## config.mk

```make
export PLATFORM = sky130hd
export DESIGN_NAME = alu_op_sequencer
export DESIGN_NICKNAME = d
export VERILOG_FILES = /design/src/rtl/alu_op_sequencer.sv
export SDC_FILE = /design/constraint.sdc
export NUM_CORES = 1
export LEC_CHECK = 0
export BUFFER_PORTS_ARGS = -buffer_cell sky130_fd_sc_hd__buf_2
export CAP_MARGIN = 10
export CORE_AREA = 2 2 86 88
export DETAILED_ROUTE_END_ITERATION = 8
export DIE_AREA = 0 0 88 90
export GPL_TIMING_DRIVEN = 0
export PLACE_DENSITY_LB_ADDON = 0.1
export SLEW_MARGIN = 10
export SYNTH_ARGS = -nofsm -noshare
export SYNTH_HDL_FRONTEND = slang
export SYNTH_SLANG_ARGS = --single-unit
```

## constraint.sdc

```tcl
create_clock -name clk -period 4.4 [get_ports clk]
set_input_delay 0.88 -clock clk [delete_from_list [all_inputs] [get_ports clk]]
set_output_delay 0.88 -clock clk [all_outputs]
set_load 0.005 [all_outputs]
```

## src/rtl/alu_op_sequencer.sv

```systemverilog
// rtl/alu_op_sequencer.sv - command FIFO and issue FSM in front of the 8-bit four-function ALU
// Optional zero/divide-by-zero flags and all-ones DIV/0 override: define ALU_SEQ_FLAGS_EN.
module alu_op_sequencer #(
  parameter int W     = 8,
  parameter int DEPTH = 4
) (
  input  logic         clk,
  input  logic         rst_n,
  input  logic         in_valid,
  output logic         in_ready,
  input  logic [W-1:0] in_a,
  input  logic [W-1:0] in_b,
  input  logic [1:0]   in_op,
  output logic [W-1:0] alu_a,
  output logic [W-1:0] alu_b,
  output logic [1:0]   alu_op,
  input  logic [W-1:0] alu_f,
  output logic         res_valid,
  input  logic         res_ready,
  output logic [W-1:0] res_f,
  output logic         res_zero,
  output logic         res_dz
);
  localparam int AW = $clog2(DEPTH);
  localparam logic [AW:0] L_FULL = (AW+1)'(DEPTH);

  typedef enum logic [1:0] {S_IDLE, S_EXEC, S_HOLD} state_t;

  state_t        r_state;
  logic [W-1:0]  r_fa  [DEPTH];
  logic [W-1:0]  r_fb  [DEPTH];
  logic [1:0]    r_fop [DEPTH];
  logic [AW-1:0] r_wptr;
  logic [AW-1:0] r_rptr;
  logic [AW:0]   r_count;
  logic [W-1:0]  r_opa;
  logic [W-1:0]  r_opb;
  logic [1:0]    r_opc;
  logic          r_res_valid;
  logic [W-1:0]  r_res_f;
  logic          r_res_zero;
  logic          r_res_dz;

  logic          w_push;
  logic          w_pop;
  logic          w_empty;
  logic          w_dz;
  logic          w_zero;
  logic [W-1:0]  w_f;

  // in_ready is a pure function of the registered count, never of res_ready
  assign in_ready = (r_count != L_FULL);
  assign w_empty  = (r_count == '0);
  assign w_push   = in_valid && in_ready;
  assign w_pop    = !w_empty && ((r_state == S_IDLE) || ((r_state == S_HOLD) && res_ready));

`ifdef ALU_SEQ_FLAGS_EN
  assign w_dz   = (r_opc == 2'b11) && (r_opb == '0);
  assign w_f    = w_dz ? '1 : alu_f;
  assign w_zero = (w_f == '0);
`else
  assign w_dz   = 1'b0;
  assign w_f    = alu_f;
  assign w_zero = 1'b0;
`endif

  assign alu_a     = r_opa;
  assign alu_b     = r_opb;
  assign alu_op    = r_opc;
  assign res_valid = r_res_valid;
  assign res_f     = r_res_f;
  assign res_zero  = r_res_zero;
  assign res_dz    = r_res_dz;

  // Storage needs no reset: contents are only visible through the reset pointers
  always_ff @(posedge clk) begin
    if (w_push) begin
      r_fa[r_wptr]  <= in_a;
      r_fb[r_wptr]  <= in_b;
      r_fop[r_wptr] <= in_op;
    end
  end

  always_ff @(posedge clk) begin
    if (!rst_n) begin
      r_wptr  <= '0;
      r_rptr  <= '0;
      r_count <= '0;
    end else begin
      if (w_push) r_wptr <= r_wptr + 1'b1;
      if (w_pop)  r_rptr <= r_rptr + 1'b1;
      r_count <= r_count + {{AW{1'b0}}, w_push} - {{AW{1'b0}}, w_pop};
    end
  end

  always_ff @(posedge clk) begin
    if (!rst_n) begin
      r_state     <= S_IDLE;
      r_opa       <= '0;
      r_opb       <= '0;
      r_opc       <= 2'b00;
      r_res_valid <= 1'b0;
      r_res_f     <= '0;
      r_res_zero  <= 1'b0;
      r_res_dz    <= 1'b0;
    end else begin
      case (r_state)
        S_IDLE: begin
          if (w_pop) begin
            r_opa   <= r_fa[r_rptr];
            r_opb   <= r_fb[r_rptr];
            r_opc   <= r_fop[r_rptr];
            r_state <= S_EXEC;
          end
        end
        S_EXEC: begin
          r_res_f     <= w_f;
          r_res_zero  <= w_zero;
          r_res_dz    <= w_dz;
          r_res_valid <= 1'b1;
          r_state     <= S_HOLD;
        end
        S_HOLD: begin
          if (res_ready) begin
            r_res_valid <= 1'b0;
            if (w_pop) begin
              r_opa   <= r_fa[r_rptr];
              r_opb   <= r_fb[r_rptr];
              r_opc   <= r_fop[r_rptr];
              r_state <= S_EXEC;
            end else begin
              r_state <= S_IDLE;
            end
          end
        end
        default: r_state <= S_IDLE;
      endcase
    end
  end
endmodule

```

# --- After elaboration in Yosys (flattened, before gate mapping) ---
# Memories as Yosys holds them, arrays and structs flattened. A register that Yosys moved wholly into a read port is not among the register bits.
# Index checks and enable logic that the tools add are counted.
totals:
  reg_bits: 36
  ram_bits: 72
  input_bits: 30
  output_inout_bits: 30
  wordCells: 56
  memories: 3
classes:
  addsub: 4
  n_eq_ne: 5
  muxes: 23
  n_reduce_logical: 12
mem_list:
  columns: ["memory", "words", "word_bits", "read_ports", "rd_ports_with_merged_regs", "write_ports", "line", "text"]
  rows:
  - ["r_fa", 4, 8, 1, 1, 1, "30", "logic [W-1:0] r_fa [DEPTH];"]
  - ["r_fb", 4, 8, 1, 1, 1, "31", "logic [W-1:0] r_fb [DEPTH];"]
  - ["r_fop", 4, 2, 1, 1, 1, "32", "logic [1:0] r_fop [DEPTH];"]
ops:
  columns: ["op", "count"]
  rows:
  - ["8-bit 2-to-1 mux", 4]
  - ["8-bit case mux with 2 select lines", 2]
  - ["2-bit 2-to-1 mux", 10]
  - ["2-bit case mux with 3 select lines", 1]
  - ["2-bit AND reduction", 3]
  - ["2-bit by 1-bit adder with 2-bit output (second input constant)", 2]
  - ["1-bit 2-to-1 mux", 4]
  - ["2-bit inequality test (second input constant)", 2]
  - ["2-bit case mux with 2 select lines", 1]
  - ["2-bit nonzero test", 2]
  - ["3-bit by 1-bit adder with 3-bit output", 1]
  - ["1-bit logical AND", 3]
  - ["3-bit logical NOT", 1]
  - ["3-bit inequality test (second input constant)", 1]
  - ["3-bit by 1-bit subtractor with 3-bit output", 1]
  - ["2-bit by 1-bit == test with 1-bit output (second input constant)", 1]
  - ["2-bit == test (second input constant)", 1]
  - ["2-bit logical NOT", 1]
  - ["1-bit case mux with 2 select lines", 1]
  - ["1-bit logical NOT", 1]
  - ["1-bit logical OR", 1]

# --- Logic depth before layout (Yosys ltp) ---
# Gate-level depths: netlist (run 1).
depth:
  ltp_word: 7
  mapped_depth: 12

# --- Least setup slack after synthesis (run 1) ---
# OpenSTA, ideal clock, no wires.
synth_timing:
  path_kind: "input-to-reg"
  from: "input port res_ready"
  to: "register r_count[2]"
  setup_time_ns: 0.078
  arrival_time_ns: 2.766
  required_time_ns: 4.322
  path_slack_ns: 1.556
  stages: 12
  cell_sequence: "nor2b_1 > buf_2 > nor3_4 > buf_2 > ha_1 > inv_1 > ha_1 > inv_1 > fa_1 > xor2_1 > and2_1 > nor3_1"
synth_via:
  elab_chain_cells: 4
synth_lines:
  columns: ["item", "line", "text"]
  rows:
  - ["start: declaration", "19", "input logic res_ready,"]
  - ["1-bit logical AND", "55", "assign w_pop = !w_empty && ((r_state == S_IDLE) || ((r_state == S_HOLD) && res_ready));"]
  - ["1-bit logical OR", "55", null]
  - ["1-bit logical AND", "55", null]
  - ["named net w_pop", "45", "logic w_pop;"]
  - ["3-bit by 1-bit subtractor with 3-bit output", "92", "r_count <= r_count + {{AW{1'b0}}, w_push} - {{AW{1'b0}}, w_pop};"]
  - ["end signal: assignment", "92", null]
  - ["end: declaration", "35", "logic [AW:0] r_count;"]
# The timed path passes the listed nets, and every way through them passes these cells.
# A chain may end at the register's enable or synchronous reset.

# --- Worst setup path after layout (run 1) ---
# Ends and elaborated chain as after synthesis.

==> reports/results.ini, run 1 <==
[layout]
diodes = 0
fin_util = 0.6740
drive_above_1_share = 0.3152
multi_input_area_um2 = 1084
fill_cells = 516
seq_area_um2 = 2923
area_growth_pct = 14.68
layout.nets = 362

[global_routing]
track_usage = 0.1872
grt_max_degree = 19
grt_pass1_vias = 2176
antenna_found_initial = 0
grt_overflow_total = 0
grt_pass1_wl_mm = 10.86

[timing]
post-route-period-util = 0.6580
period_needed_ps = 2895
drv_slew = 0
setup_tns_ps = 0
rsz0062_at_grt = no
fin_skew_ps = 8.968
max_freq_mhz = 345.4
setup_viol = 0
worst_pin_slew_ps = 1005
maxSlewHeadroom = 0.3300
hold_viol_final = 0

[power]
ir_drop_v = 0.0003328
power_leakage_uw = 0.001724
power.density_nw_per_um2 = 588.8

[placement]
gp_congestion = 0.7277
dpl.hpwl_mm = 4.377
port_buffers = 56

[critical_path]
startpoint_type = primary input
crit_chain = buf_2 -> nor2b_1 -> buf_2 -> nor3_4 -> buf_2 -> ha_1 -> inv_1 -> ha_1 -> inv_1 -> fa_1 -> xor2_1 -> and2_1 -> nor3_1
critPathArrivalTime_ps = 3190
rrSetupSlack_ps = 1660
endpoint_kind = flip-flop
required_ps = 4690
cp_max_fo = 10
slowest_stage = nor3_4
critPathMostFrequentCell = buf_2
cpPeakStageDelay_ps = 390
worst-setup-path-type = primary input to flip-flop

[clock_tree]
cts_setup_buffers = 0
htreeDepth = 3
cts_tree = done
clockBufferDepth = 2
cts_sinks = 110
root_buffer = clkbuf_8
cts-resized-gates = 0
cts_inserted_buffers = 9
cts_hold_buf = 0
clock_latency_ps = 370
clkTransAtPathRegs_ps = 100

[logic_synthesis]
async_flop_share = 0
synth_common_cells = edfxtp_1 (72), dfxtp_1 (38), nand2_1 (36), mux4_2 (18), o2bb2ai_1 (18)
ys_seq_area_frac = 0.7083
avgSynthCellArea_um2 = 16.06
postSynthCellCount = 257
synth_top_area_frac = 0.5240
ys.flop_type = edfxtp_1
ys_ff_latch = 110
ys_top_cells_by_area = edfxtp_1 (52%), dfxtp_1 (18%), mux4_2 (9.8%)
syn_area_um2 = 4126
ys_types = 35
yosysMostFrequentCell = edfxtp_1
synth_edf_count = 72
synth_warnings = 0
synth.largest_area_cell = edfxtp_1

[routing]
wire_per_inst_um = 16.20
wl_met1_mm = 2.977
drt_iter0_markers = 129
wl_met2_mm = 3.534
wl_mm = 6.948
drc = 0
routed.top_layer = met4
drt_first_pass_iters = 4
wl_met3_um = 326
dr_total_vias = 2281
via_per_inst = 5.317
drtAntennaViolNets = 0

[floorplanning]
ioPinCount = 60
core_um2 = 7020
die_y_um = 90
rows = 31
die_x_um = 88
initial_core_util = 0.5878
die-area_um2 = 7920

[hold_path]
min_path_type = flip-flop to flip-flop

[run_status]
status = finished, final reports clean

[job]
maxCapViolCount = 0

[final timing paths]
kind | startpoint | end | depth (start not counted)
min reg2reg | res_f[6] | res_f[6] | 2
min | res_f[6] | res_f[6] | 2
max | res_ready | r_count[2] | 13
max reg2reg | r_state[1] | r_count[2] | 12
[worst max-delay path: cells and delay by family]
family        cells  cell delay [ps]
simple gates      4              680
fa+ha+maj         3              760
buf+inv           5              680
xor+xnor          1              160
[flip-flops by register name, indices dropped and copies added (netlist names), 3 cells and up, named ones only]
name / cells
res_f: 8
alu_a: 8
r_fb: 32
r_count: 3
r_fa: 32
alu_b: 8
r_fop: 8
[through the flow]
step	setup WS, ps	cell area [um^2]	power, uW	std cells	hold slack (ps)
floorplan	1556	4130	1962	258	434.8
global placement	1116	4534	2200	413	438.6
detailed placement	1065	4534	2225	413	447.2
CTS	1454	4732	2824	429	460.9
global route	1286	4732	2951	429	475.3
finish	1505	4732	2786	429	459.5
[routing by layer]
metal,up-vias,GRT usage
li1,1107,-
met1,1104,0.2354
met2,59,0.3081
met3,11,0.04132
met4,0,0.08462
met5,-,0
[cells by family after synthesis]
| kind of cell | after synthesis | share of synthesized area |
|---|---|---|
| fa+ha+maj | 7 | 0.02304 |
| xor+xnor | 1 | 0.002123 |
| other cells | 1 | 0.0009088 |
| simple gates | 58 | 0.07186 |
| mux | 19 | 0.1007 |
| compound gates | 37 | 0.06307 |
| flops | 110 | 0.7083 |
| buf+inv | 24 | 0.03001 |
[where the power goes]
part	total, uW	internal, uW	leakage, uW	switching [uW]
clock	603	268	0.0000895	336
combinational	803	389	0.000663	414
sequential	1380	1300	0.000971	81.7
[cells in the final DEF (no fill, tap or decap), types with 2 or more instances in the layout]
master	netlist	layout
nand2_1	36	36
clkbuf_1	4	5
nor2_1	3	3
nand3_1	2	2
ha_1	6	6
inv_6	0	2
edfxtp_1	72	72
buf_2	5	61
and2_1	2	2
conb_1	1	2
inv_1	6	6
dfxtp_1	38	38
o2bb2ai_1	18	18
buf_1	2	2
buf_4	3	3
clkbuf_8	0	9
nor2b_1	2	2
a21oi_1	14	14
mux4_2	18	18
clkinvlp_4	0	3
o21ai_1	2	2
buf_6	2	2
nand2b_1	2	2
a21o_1	2	2
and3_1	4	4
[layout make-up]
| cell class | instances | area share |
|---|---|---|
| timing repair buffer | 56 | 0.05923 |
| clock buffer | 10 | 0.02697 |
| clock inverter | 6 | 0.01481 |
| buffer | 17 | 0.02062 |
| multi-input combinational | 124 | 0.2290 |
| tap | 99 | 0.02618 |
| sequential | 110 | 0.6177 |
| inverter | 7 | 0.005553 |
No activity file was read; power rests on OpenSTA's default activity.
==> run 2, diff against run 1 <==
- CORE_AREA: 2 2 86 88 -> 2 2 89 91
- DIE_AREA: 0 0 88 90 -> 0 0 91 93
- clock period: 4.4 -> 2.7 ns (I/O delays scaled with it)
==> run 2 against run 1 <==
  * Core utilization fell by 4.3 points
  * Largest power group unchanged
  * Clock power rose by 63%
  * Final cell count rose by 0.93%
  * First-iteration DRC count fell by 24%
  * Flip-flop and latch count did not move
  * Final area rose by 0.42%
  * Via count fell by 1.8%
  * Combinational power rose by 66%
==> reports/results.ini, run 2 (synthesis gave the netlist of run 1 again) <==
[run_status]
status = finished, final reports clean

[placement]
dp.cells = 416
place_area_um2 = 4538
dpl_worst_slack_ps = -291.3
gp_congestion = 0.7265
port_buffers = 56
dpl.hpwl_mm = 4.348

[timing]
worst_slack_ps = 272.7
post-route-period-util = 0.8990
worst_pin_slew_ps = 1044
period_needed_ps = 2427
maxSlewHeadroom = 0.3037
max_freq_mhz = 412.0
hold_viol_final = 0
fin_skew_ps = 10.53
drv_slew = 0
rsz0062_at_grt = no
setup_viol = 0

[layout]
design_area_um2 = 4752
area_growth_pct = 15.16
final_common_cell = edfxtp_1
final_cell_mix = edfxtp_1 (72), buf_2 (60), dfxtp_1 (38)
fin_util = 0.6313
instances_no_fill = 433
drive_above_1_share = 0.3172
layout.nets = 363
diodes = 0
top_regs = r_fa x32, r_fb x32

[floorplanning]
die_y_um = 93
rows = 32
die-area_um2 = 8463
core_um2 = 7527
ioPinCount = 60
initial_core_util = 0.5482
die_x_um = 91

[clock_tree]
clock_latency_ps = 360
clkTransAtPathRegs_ps = 100
cts_tree = done
cts_sinks = 110
cts_inserted_buffers = 9
root_buffer = clkbuf_8
clockBufferDepth = 2
htreeDepth = 3

[critical_path]
critPathArrivalTime_ps = 2720
startpoint_type = flip-flop
r2r-end = r_count[2]
slowest_stage = fa_1
r2r_cells = 12
worst-setup-path-type = flip-flop to flip-flop
crit_family = adder cells
reg2reg_from = r_state[1]
endpoint_kind = flip-flop
rrSetupSlack_ps = 270
critPathBufInv = 4
required_ps = 2990
cp_max_fo = 10
cpPeakStageDelay_ps = 370
crit_chain = nor2b_1 -> buf_2 -> nor3_4 -> clkbuf_4 -> ha_1 -> inv_1 -> ha_1 -> inv_1 -> fa_1 -> xor2_1 -> and2_1 -> nor3_1

[routing]
dr_total_vias = 2239
wire_per_inst_um = 16.22
wl_mm = 7.024
drt_first_pass_iters = 4
via_per_inst = 5.171
drtAntennaViolNets = 0
drt_iter0_markers = 98
drc = 0

[hold_path]
hold_depth = 1
min_path_type = primary input to flip-flop
hp-start = in_a[1]
hold_end = r_fa[3][1]

[global_routing]
grt_overflow_total = 0
grt_pass1_wl_mm = 10.90
grt_pass1_vias = 2117
track_usage = 0.1762
grt_max_degree = 19
antenna_found_initial = 0

[power]
ir_drop_v = 0.0003937
total_power_uw = 4563
power.density_nw_per_um2 = 960.2
power_leakage_uw = 0.001736

[job]
maxCapViolCount = 0

==> run 2: cell types whose count changed in the layout (fill, tap and decap cells not counted) <==
| cell | change |
|---|---|
| clkbuf_4 | +1 |
| buf_4 | +1 |
| inv_8 | +1 |
| clkinv_2 | +1 |
| inv_6 | -2 |
| nor3_4 | +1 |
| clkinv_1 | +1 |
| nor3_2 | -1 |
| clkinv_4 | +1 |
| buf_2 | -1 |
| clkbuf_1 | -1 |
| clkinvlp_4 | -1 |
==> run 2: power breakdown <==
group	internal [uW]	switching [uW]
combinational	654	674
sequential	2120	139
clock	432	548
total	3200	1360
==> run 2: worst max path at each step <==
stage	start	end	depth (start not counted)
6_report	r_state[1]	r_count[2]	12
5_1_grt	r_state[1]	r_count[2]	12
4_1_cts	r_count[1]	r_count[2]	11
3_5_place_dp	res_ready	r_count[2]	13
3_3_place_gp	res_ready	r_count[2]	13
2_1_floorplan	res_ready	r_count[2]	12
==> run 2: through the flow <==
| stage | hold WS (ps) | setup TNS [ps] |
|---|---|---|
| 6_report | 383.7 | 0 |
| 3_5_place_dp | 446.3 | -349.6 |
| 2_1_floorplan | 434.8 | 0 |
| 4_1_cts | 373.0 | 0 |
| 3_3_place_gp | 439.3 | -322.6 |
| 5_1_grt | 377.4 | 0 |
==> run 2: layout make-up <==
type	count	area (um^2)
Clock buffer	9	123.9
Clock inverter	7	73.82
Sequential cell	110	2923
Fill cell	600	2775
Inverter	7	26.28
Buffer	17	100.1
Timing Repair Buffer	57	287.8
Tap cell	102	127.6
Multi-Input combinational cell	124	1090
==> run 2: per-layer routing <==
layer	global-route usage	vias to the layer above	wire length [um]
li1	-	1096	-
met1	0.2320	1076	3173
met2	0.2858	60	3328
met3	0.03465	7	398
met4	0.08333	0	123
met5	0	-	0
==> run 2: repair_timing <==
action | in CTS | in global routing
setup buffers | 1 | 0
setup endpoints to repair | 1 | 1
hold buffers | 0 | 0
hold endpoints to repair | 0 | 0
resized for setup | 0 | 2
pin swaps | 1 | 0
==> run 3, diff against run 2 <==
- ABC_AREA: not set -> 1
- CORE_AREA: 2 2 89 91 -> 2 2 94 96
- DIE_AREA: 0 0 91 93 -> 0 0 96 98
- GPL_TIMING_DRIVEN: 0 -> not set
==> run 3 against run 2 <==
  * Flip-flop and latch count unchanged
  * Combinational power increased by 26%
  * Die area increased by 11%
  * Sequential share of layout area decreased by 5.1 points
  * Critical path depth decreased by 2
  * Register-to-register slack improved by 370 ps
  * Worst setup slack improved by 370 ps
  * Synthesized cell count increased by 98%
  * Maximum frequency increased by 18%
  * Clock power about the same
  * Critical endpoint unchanged
==> reports/results.ini, run 3 <==
[run_status]
status = finished, final reports clean

[placement]
port_buffers = 57
dpl.hpwl_mm = 4.982
place_area_um2 = 4980
gp_congestion = 0.7092

[clock_tree]
cts_hold_buf = 0
htreeDepth = 3
cts_sinks = 110
root_buffer = clkbuf_8
clkTransAtPathRegs_ps = 100
cts-resized-gates = 0
cts_tree = done
cts_inserted_buffers = 9
cts_setup_buffers = 0
clockBufferDepth = 2
clock_latency_ps = 360

[hold_path]
hold_depth = 1
min_path_type = primary input to flip-flop
hp-start = in_b[1]
hold_end = r_fb[0][1]

[critical_path]
reg2reg_from = r_count[1]
required_ps = 2960
critPathLaunch = r_count[1]
critPathMostFrequentCell = inv_1
critPathArrivalTime_ps = 2310
r2r_cells = 10
slowest_stage = dfxtp_1
startpoint_type = flip-flop
rrSetupSlack_ps = 650
crit_chain = inv_1 -> nand3_1 -> nand2_1 -> ha_1 -> inv_1 -> ha_1 -> inv_1 -> fa_1 -> o21ai_0 -> a21oi_1
cpPeakStageDelay_ps = 400
worst-setup-path-type = flip-flop to flip-flop
cp_max_fo = 7
endpoint_kind = flip-flop
r2r-end = r_count[2]

[logic_synthesis]
syn_area_um2 = 4624
avgSynthCellArea_um2 = 9.068
ys_types = 18
ys_ff_latch = 110
yosysMostFrequentCell = nand2_1
ys.flop_type = edfxtp_1
synth_common_cells = nand2_1 (140), inv_1 (108), edfxtp_1 (72), nor2_1 (61), nand3_1 (44)
ys_seq_area_frac = 0.6320
synth_edf_count = 72
synth.largest_area_cell = edfxtp_1
ys_top_cells_by_area = edfxtp_1 (47%), dfxtp_1 (16%), nand2_1 (11%)
postSynthCellCount = 510
async_flop_share = 0
synth_warnings = 0
synth_top_area_frac = 0.4675

[layout]
final_cell_mix = nand2_1 (140), inv_1 (108), edfxtp_1 (72)
layout.nets = 604
final_common_cell = nand2_1
drive_above_1_share = 0.1469
top_regs = r_fa x32, r_fb x32
area_growth_pct = 11.99
diodes = 0
fin_util = 0.6117
design_area_um2 = 5179

[power]
power.density_nw_per_um2 = 944.3
ir_drop_v = 0.0003987
power_leakage_uw = 0.002532

[routing]
dr_total_vias = 3113
drtAntennaViolNets = 0
drt_first_pass_iters = 4
drt_iter0_markers = 146
wire_per_inst_um = 12.13
via_per_inst = 4.578
wl_mm = 8.246
drc = 0

[floorplanning]
rows = 34
die_x_um = 96
die-area_um2 = 9408
ioPinCount = 60
initial_core_util = 0.5463
core_um2 = 8466
die_y_um = 98

[timing]
setup_tns_ps = 0
period_needed_ps = 2054
post-route-period-util = 0.7609
rsz0062_at_grt = no
hold_viol_final = 0
setup_viol = 0
worst_pin_slew_ps = 606.3
maxSlewHeadroom = 0.5952
max_freq_mhz = 486.8
fin_skew_ps = 9.877
drv_slew = 0

[global_routing]
grt_max_degree = 39
track_usage = 0.1906
grt_pass1_vias = 2884
grt_overflow_total = 0
grt_pass1_wl_mm = 13.53
antenna_found_initial = 0

[job]
maxCapViolCount = 0

run 3: logic make-up after synthesis:
logic type | after synthesis | share of synthesized area
flip-flops | 110 | 0.6320
adder cells (fa/ha/maj) | 7 | 0.02056
buffers and inverters | 130 | 0.1163
AO/OA/AOI/OAI | 16 | 0.01813
AND/OR/NAND/NOR | 246 | 0.2121
other | 1 | 0.0008109
run 3: how the worst max path moves through the flow:
stage,end
3_5_place_dp,r_count[2]
4_1_cts,r_count[2]
5_1_grt,r_count[2]
3_3_place_gp,r_count[2]
2_1_floorplan,r_count[2]
6_report,r_count[2]
run 3: final cells by class:
cell class,count,area (um^2)
repair buffers,64,337.8
inverters,111,416.7
flip-flops and latches,110,2923
clock inverters,5,57.56
well taps,108,135.1
clock buffers,11,141.4
fillers,741,3287
multi-input cells,271,1167
run 3: through the flow:
stage	std cells	hold WS (ps)	setup WS, ps	total power (uW)
floorplan	511	455.6	580.7	3550
global placement	664	451.2	570.4	3925
detailed placement	664	453.7	543.9	3967
CTS	680	373.7	637.8	4950
global route	680	384.2	474.8	5318
finish	680	390.0	645.6	4890
run 3: where the power goes:
part	internal, uW	switching (uW)
clock network	456	524
logic	585	1100
registers	2110	122
total	3150	1740
run 3: critical path, delay by kind of cell (launching register included):
kind                       cells  cell delay (ps)
adders and majority gates      3              820
and+or+nand+nor                2              320
buffers and inverters          3              200
DFF                            1              400
AOI/OAI and AO/OA              2              220
run 3: layer usage:
layer	vias to the layer above	wire, um	GRT usage
li1	1654	-	-
met1	1372	3712	0.2467
met2	75	3913	0.3184
met3	12	508	0.03781
met4	0	111	0.06484
met5	-	0	0
